--- src/rtl/memory_1_to_4_arbiter.sv ---
// memory_1_to_4_arbiter
//   Four-client round-robin front end for one shared single-port memory.
//   Each client sees a private window of SINGLE_MEM_DEPTH words; local
//   addresses are offset by a fixed per-client base into the shared array.
//   Read data comes back on one shared bus, tagged by a per-client strobe.
//
//   Optional build macro: MEM_ARB_RD_PIPE_EN
//     defined   -> extra output register on read data, rd_valid and addr_err
//                  (read latency 2, mem_rd_dout resets to 0)
//     undefined -> read latency 1, mem_rd_dout straight from memory q

// Plain synchronous single-port RAM: registered read, one access per cycle.
module single_port_mem #(
  parameter int WIDTH = 64,
  parameter int DEPTH = 28,
  parameter int AW    = 5
) (
  input  logic             clk,
  input  logic             wr_en,
  input  logic [AW-1:0]    addr,
  input  logic [WIDTH-1:0] din,
  output logic [WIDTH-1:0] q
);

  logic [WIDTH-1:0] mem [DEPTH];

  // Storage write plus registered read of the addressed word.
  always_ff @(posedge clk) begin
    if (wr_en) begin
      mem[addr] <= din;
    end
    q <= mem[addr];
  end

endmodule

module memory_1_to_4_arbiter #(
  parameter int WIDTH                = 64,
  parameter int SINGLE_MEM_DEPTH     = 7,
  parameter int FULL_MEM_DEPTH       = 28,
  parameter int SINGLE_MEM_DEPTH_LOG = $clog2(SINGLE_MEM_DEPTH),
  parameter int FULL_MEM_DEPTH_LOG   = $clog2(FULL_MEM_DEPTH),
  parameter int MEM_0_START_ADDR     = 0,
  parameter int MEM_1_START_ADDR     = SINGLE_MEM_DEPTH,
  parameter int MEM_2_START_ADDR     = 2 * SINGLE_MEM_DEPTH,
  parameter int MEM_3_START_ADDR     = 3 * SINGLE_MEM_DEPTH
) (
  input  logic                            clk,
  input  logic                            rst_n,

  input  logic                            mem_0_req,
  input  logic                            mem_0_we,
  input  logic [SINGLE_MEM_DEPTH_LOG-1:0] mem_0_addr,
  input  logic [WIDTH-1:0]                mem_0_din,
  output logic                            mem_0_gnt,
  output logic                            mem_0_rd_valid,

  input  logic                            mem_1_req,
  input  logic                            mem_1_we,
  input  logic [SINGLE_MEM_DEPTH_LOG-1:0] mem_1_addr,
  input  logic [WIDTH-1:0]                mem_1_din,
  output logic                            mem_1_gnt,
  output logic                            mem_1_rd_valid,

  input  logic                            mem_2_req,
  input  logic                            mem_2_we,
  input  logic [SINGLE_MEM_DEPTH_LOG-1:0] mem_2_addr,
  input  logic [WIDTH-1:0]                mem_2_din,
  output logic                            mem_2_gnt,
  output logic                            mem_2_rd_valid,

  input  logic                            mem_3_req,
  input  logic                            mem_3_we,
  input  logic [SINGLE_MEM_DEPTH_LOG-1:0] mem_3_addr,
  input  logic [WIDTH-1:0]                mem_3_din,
  output logic                            mem_3_gnt,
  output logic                            mem_3_rd_valid,

  output logic [WIDTH-1:0]                mem_rd_dout,
  output logic                            addr_err
);

  localparam int SAW = SINGLE_MEM_DEPTH_LOG;
  localparam int FAW = FULL_MEM_DEPTH_LOG;

  // Handshake: a client raises req (with we/addr/din stable) and holds it
  // until it sees gnt. The access is transferred in the cycle where
  // req & gnt are both 1; the client may drop or change req the next cycle.
  // gnt is combinational from req and the round-robin pointer.

  // ---------------------------------------------------------------------
  // Client bundling
  // ---------------------------------------------------------------------
  logic [3:0]           req_vec;
  logic [3:0]           we_vec;
  logic [SAW-1:0]       addr_arr [4];
  logic [WIDTH-1:0]     din_arr  [4];
  logic [FAW-1:0]       base_arr [4];

  assign req_vec     = {mem_3_req, mem_2_req, mem_1_req, mem_0_req};
  assign we_vec      = {mem_3_we, mem_2_we, mem_1_we, mem_0_we};
  assign addr_arr[0] = mem_0_addr;
  assign addr_arr[1] = mem_1_addr;
  assign addr_arr[2] = mem_2_addr;
  assign addr_arr[3] = mem_3_addr;
  assign din_arr[0]  = mem_0_din;
  assign din_arr[1]  = mem_1_din;
  assign din_arr[2]  = mem_2_din;
  assign din_arr[3]  = mem_3_din;
  assign base_arr[0] = FAW'(MEM_0_START_ADDR);
  assign base_arr[1] = FAW'(MEM_1_START_ADDR);
  assign base_arr[2] = FAW'(MEM_2_START_ADDR);
  assign base_arr[3] = FAW'(MEM_3_START_ADDR);

  // ---------------------------------------------------------------------
  // Round-robin arbitration
  // ---------------------------------------------------------------------
  logic [1:0] rr_ptr;
  logic [1:0] cand;
  logic [1:0] gnt_idx;
  logic       gnt_found;
  logic       any_gnt;
  logic [3:0] gnt_vec;

  // Search from the pointer upward (mod 4); first requester wins.
  always_comb begin
    gnt_found = 1'b0;
    gnt_idx   = 2'd0;
    cand      = 2'd0;
    for (int i = 0; i < 4; i++) begin
      cand = rr_ptr + 2'(i);
      if (!gnt_found && req_vec[cand]) begin
        gnt_found = 1'b1;
        gnt_idx   = cand;
      end
    end
  end

  // Grants are held off entirely while reset is asserted.
  assign any_gnt = gnt_found & rst_n;
  assign gnt_vec = any_gnt ? (4'b0001 << gnt_idx) : 4'b0000;

  assign mem_0_gnt = gnt_vec[0];
  assign mem_1_gnt = gnt_vec[1];
  assign mem_2_gnt = gnt_vec[2];
  assign mem_3_gnt = gnt_vec[3];

  // Pointer moves just past the winner; unchanged on idle cycles.
  always_ff @(posedge clk or negedge rst_n) begin
    if (!rst_n) begin
      rr_ptr <= 2'd0;
    end else if (any_gnt) begin
      rr_ptr <= gnt_idx + 2'd1;
    end
  end

  // ---------------------------------------------------------------------
  // Address mapping and memory command
  // ---------------------------------------------------------------------
  logic [SAW-1:0]   sel_addr;
  logic [WIDTH-1:0] sel_din;
  logic             sel_we;
  logic             sel_in_range;
  logic [FAW-1:0]   sel_phys;

  logic             mem_wr_en;
  logic [FAW-1:0]   mem_addr;
  logic [WIDTH-1:0] mem_din;
  logic [WIDTH-1:0] mem_q;

  // Steer the winning client's command onto the memory port.
  always_comb begin
    sel_addr     = addr_arr[gnt_idx];
    sel_din      = din_arr[gnt_idx];
    sel_we       = we_vec[gnt_idx];
    sel_in_range = (32'(sel_addr) < 32'(SINGLE_MEM_DEPTH));
    sel_phys     = FAW'(sel_addr) + base_arr[gnt_idx];
  end

  // Out-of-range accesses never touch the array; idle parks on address 0.
  always_comb begin
    mem_wr_en = 1'b0;
    mem_addr  = '0;
    mem_din   = '0;
    if (any_gnt && sel_in_range) begin
      mem_wr_en = sel_we;
      mem_addr  = sel_phys;
      mem_din   = sel_din;
    end
  end

  single_port_mem #(
    .WIDTH (WIDTH),
    .DEPTH (FULL_MEM_DEPTH),
    .AW    (FAW)
  ) u_mem (
    .clk   (clk),
    .wr_en (mem_wr_en),
    .addr  (mem_addr),
    .din   (mem_din),
    .q     (mem_q)
  );

  // ---------------------------------------------------------------------
  // Read tag pipe: tracks who owns the data coming out of the memory
  // ---------------------------------------------------------------------
  logic       s1_valid;
  logic [1:0] s1_client;
  logic       s1_oor;
  logic       s1_err;

  // Capture owner and range status of each granted access; cleared by reset
  // so reads in flight are never returned.
  always_ff @(posedge clk or negedge rst_n) begin
    if (!rst_n) begin
      s1_valid  <= 1'b0;
      s1_client <= 2'd0;
      s1_oor    <= 1'b0;
      s1_err    <= 1'b0;
    end else begin
      s1_valid  <= any_gnt & ~sel_we;
      s1_client <= gnt_idx;
      s1_oor    <= any_gnt & ~sel_in_range;
      s1_err    <= any_gnt & ~sel_in_range;
    end
  end

  logic [3:0]       s1_rd_valid;
  logic [WIDTH-1:0] s1_rd_dout;

  assign s1_rd_valid = s1_valid ? (4'b0001 << s1_client) : 4'b0000;
  assign s1_rd_dout  = s1_oor ? '0 : mem_q;

`ifdef MEM_ARB_RD_PIPE_EN
  logic [3:0]       s2_rd_valid;
  logic [WIDTH-1:0] s2_rd_dout;
  logic             s2_err;

  // Output register stage: adds one cycle of latency, keeps 1 read/cycle.
  always_ff @(posedge clk or negedge rst_n) begin
    if (!rst_n) begin
      s2_rd_valid <= 4'b0000;
      s2_rd_dout  <= '0;
      s2_err      <= 1'b0;
    end else begin
      s2_rd_valid <= s1_rd_valid;
      s2_rd_dout  <= s1_rd_dout;
      s2_err      <= s1_err;
    end
  end

  assign mem_0_rd_valid = s2_rd_valid[0];
  assign mem_1_rd_valid = s2_rd_valid[1];
  assign mem_2_rd_valid = s2_rd_valid[2];
  assign mem_3_rd_valid = s2_rd_valid[3];
  assign mem_rd_dout    = s2_rd_dout;
  assign addr_err       = s2_err;
`else
  assign mem_0_rd_valid = s1_rd_valid[0];
  assign mem_1_rd_valid = s1_rd_valid[1];
  assign mem_2_rd_valid = s1_rd_valid[2];
  assign mem_3_rd_valid = s1_rd_valid[3];
  assign mem_rd_dout    = s1_rd_dout;
  assign addr_err       = s1_err;
`endif

endmodule

--- config.mk ---
export PLATFORM = sky130hd
export DESIGN_NAME = memory_1_to_4_arbiter
export DESIGN_NICKNAME = d
export VERILOG_FILES = /design/src/rtl/memory_1_to_4_arbiter.sv
export SDC_FILE = /design/constraint.sdc
export NUM_CORES = 2
export LEC_CHECK = 0
export CAP_MARGIN = 20
export CORE_AREA = 2 2 542 383
export CTS_CLUSTER_DIAMETER = 100
export DETAILED_ROUTE_END_ITERATION = 8
export DIE_AREA = 0 0 544 385
export PLACE_DENSITY = 0.51
export SYNTH_ARGS = -nofsm -noshare
export SYNTH_HDL_FRONTEND = slang
export SYNTH_HIERARCHICAL = 1
export SYNTH_SLANG_ARGS = --single-unit
--- constraint.sdc ---
create_clock -name clk -period 7.2 [get_ports clk]
set_input_delay 1.08 -clock clk [delete_from_list [all_inputs] [get_ports clk]]
set_output_delay 1.08 -clock clk [all_outputs]
set_load 0.02 [all_outputs]
==> results.md <==
- Outcome: finished clean
- Total Routing Usage GR: just over 20%
- Pins over their slew limit: 0
- Ports: around 350
- Worst hold slack: 0.583 ns
- Worst EP required: about 7.6 ns
- Pwr/cell area: between 300 and 400 nW/µm²
- Maximum capacitance violations: 0
- Fin crit share: 80.0%
- Post-cts hold buffer count: 0
- Die height: 385 µm
- Most common cell after layout, fill and taps aside: edfxtp_1
- DRC viols: 0
- Clock-pin slew on the worst setup and hold paths: roughly 0.06 ns
- Row count: around 140
- Critical Path Max Stage Delay: approximately 0.63 ns
- Maximum operating frequency: between 150 and 200 MHz
- Reg-to-reg endpoint: u_mem/mem[24][34]$_DFFE_PP_
- Synthesis Warnings: 6
- Slowest stage cell, crit path: buf_4
- CP Launch Type: primary input
- Die Wd: ~540 µm
- Dpl hpwl: 129 mm
- Fin. Hold Viols: 0
- RSZ-0062 raised after global routing: false
- Worst Hold Endpoint: u_mem/q[39]$_DFF_P_
- Highest-count cells in the layout ignoring fill and taps: edfxtp_1, mux2i_1, nand2_1
- Hold Crit Class: flip-flop to flip-flop
- Grt ovf: 0
- Routed vias/inst: 5.35
- GRT met3 Usage: between 2 and 3%
- Sequential area share after synthesis: roughly three quarters
- Ys flop type: edfxtp_1
- Share of cells above drive strength 1: between 15 and 20%
- Vias: between 30,000 and 40,000
- Clock root buffer master: clkbuf_16
- Crit Path Max Fanout: 65
- Hold_sp: u_mem/mem[16][39]$_DFFE_PP_
- Wire per inst: around 29 µm
- Worst R2R Start: rr_ptr[1]$_DFFE_PN0P_
- Number of synthesized flops with an enable pin: between 1,500 and 2,000
- Port-buffer cells: 350
- Leak: about 28 nW
- Drt pass-1 iters: 6
- Global-route track usage on met1: between 30 and 40%
- Post-synthesis xor/xnor area fraction: 0%
- Post-synth cell types: 63
- Initial Util: ~36%
- Core Area: ~200,000 µm²
- Worst vdd ir: roughly 0.00034 V
- #FFs+latches synth: 1,862
- Critical Path, Cell by Cell: clkdlybuf4s50_1, nand2b_1, o211a_1, nor2_4, mux2i_1, mux2i_1, ha_1, inv_1, fa_1, a41oi_1, o211ai_1, a21oi_4, buf_12, nand3b_1, nor2_4, buf_4
- Mapped Area: ~73,000 µm²
- DRT Wirelength: 217 mm
- Largest net degree at the start of global routing: 80
- Final ANT Viol Nets: 0
- Multiplexer share of the synthesized area: between 10 and 15%
- Total chip power: 33.2 mW
- M2 GR Usage: approximately a third
- CTS buffer count: between 150 and 200
- Least-Margin Pin Slew: roughly 1.1 ns
- Routability-driven placement congestion ratio: approximately 0.77
- R2R setup slack: roughly 1.8 ns
- Total negative slack: 0 ns
- Setup repair bufs after CTS: 0
- Clock Path Buffers: 4
- Vias in the first global route: slightly below 40,000
- CP Capture Type: flip-flop
- Avg Inst Size Synth: between 15 and 20 µm²
- Final Util: between 40 and 50%
- Clock skew: about 0.054 ns
- Post-synthesis compound-gate area fraction: between 3 and 4%
- Initial antenna violation count: 3
- Post-synthesis simple-gate area fraction: 5.43%
- First-pass GRT wire length: ~300 mm
- Post-layout nets: 4,862
- # setup viols final: 0
- Post-Layout Cell Count: 7,467
- Sink Count: about 1,900
- Arr. time, crit path: slightly above 6 ns
- Slew margin rel.: 25.7%
- FF-to-FF path depth: 15
- Tmin final: between 5 and 6 ns
- CTS resizes: 0
- Hold Path Depth: 4
- # H-tree levels: 4
- Main combinational cell family by area after synthesis: multiplexers
- Asr flop ratio synth: less than 1%
- Syn Nets: ~4,400
- Die area: 209,000 µm²
- CP Class: primary input to flip-flop
- DR iter-0 viols: 4,085
- Clock Latency Late Sink: 0.82 ns
- CTS tree: done
- Area delta synth->final: 19.9%
- Post-Synth Adder-Cell Area: 0.164%
- Synth Instances: roughly 4,100
- Cell count after placement: 7,142
- GR peak layer: met2
==> critical path: cells and delay by family <==
kind	cells	cell delay, ns
multiplexers	2	0.48
buffers and inverters	4	1.65
AND/OR/NAND/NOR	4	1.21
adder cells (fa/ha/maj)	2	0.68
AO/OA/AOI/OAI	4	1.00
==> logic make-up (layout without fill, tap and decap cells) <==
family | after synthesis | after routing
AO/OA/AOI/OAI | 350 | 350
adder cells (fa/ha/maj) | 9 | 9
buffers and inverters | 257 | 877
flip-flops | 1862 | 1862
multiplexers | 760 | 760
other | 0 | 1
AND/OR/NAND/NOR | 859 | 859
==> flip-flops by register name, summed over array words and instances (netlist names) <==
name / count
s1_valid: 1
addr_err: 1
u_mem/mem: 1792
rr_ptr: 2
u_mem/q: 64
s1_client: 2
==> cells in the mapped netlist (3+ instances only) <==
library cell  instances  area, µm²
clkbuf_1            119        447
o22ai_1             126        788
and2_1                8       50.1
mux2_2               56        631
a21oi_1              68        340
a22oi_1              64        480
a311oi_2             10        150
nor3_1               10       50.1
buf_1                 9       33.8
buf_4                 3       22.5
nand3b_1              5       37.5
and3_1               67        419
nor2b_1              74        463
mux2i_1             504       5040
nand2b_1              3       18.8
buf_6                18        203
nor2_1              100        375
mux4_2              199       4480
a311oi_1             54        473
buf_2               100        500
edfxtp_1           1792      53800
dfrtp_1               6        150
o21ai_0               4       20.0
dfxtp_1              64       1280
nand4_1              65        407
nand3_1              72        360
inv_1                 6       22.5
ha_1                  8        100
nand2_1             439       1650
==> per-stage QoR <==
| step | instance area (µm²) | worst slack, ns |
|---|---|---|
| CTS | 87700 | 1.46 |
| detailed placement | 81800 | 0.642 |
| global route | 87700 | 1.22 |
| global placement | 81800 | 0.754 |
| floorplan | 73200 | -0.321 |
| finish | 87700 | 1.44 |
==> worst max-delay path by stage <==
stage / start / endpoint / slack [ns] / cells after the start
6_report: mem_1_req / u_mem/mem[24][34]$_DFFE_PP_ / 1.44 / 16
3_5_place_dp: mem_1_req / u_mem/mem[24][30]$_DFFE_PP_ / 0.64 / 16
4_1_cts: mem_1_req / u_mem/mem[24][38]$_DFFE_PP_ / 1.46 / 16
2_1_floorplan: mem_0_req / u_mem/mem[11][0]$_DFFE_PP_ / -0.32 / 14
3_3_place_gp: mem_1_req / u_mem/mem[24][36]$_DFFE_PP_ / 0.75 / 16
5_1_grt: mem_1_req / u_mem/mem[24][29]$_DFFE_PP_ / 1.22 / 16
==> layer usage <==
layer  vias to the layer above  part of all wire (%)
met5                         -                     0
met4                         0                   2.1
met3                       240                   5.7
met2                      1245                    46
met1                     21200                    46
li1                      17300                     -
==> power by group <==
part,internal [mW],switching (mW)
registers,13.2,0.256
logic,3.86,6.31
clock network,5.54,4.01
total,22.6,10.6
==> area by class of cell <==
| class | instances | area (µm²) |
|---|---|---|
| tap | 2749 | 3440 |
| clock buffer | 240 | 4970 |
| multi-input combinational | 1978 | 17600 |
| inverter | 8 | 40.0 |
| sequential | 1862 | 55200 |
| fill | 17900 | 116000 |
| antenna | 1 | 2.50 |
| timing repair buffer | 545 | 5530 |
| clock inverter | 84 | 931 |
Power figures use the tool's default switching activity.
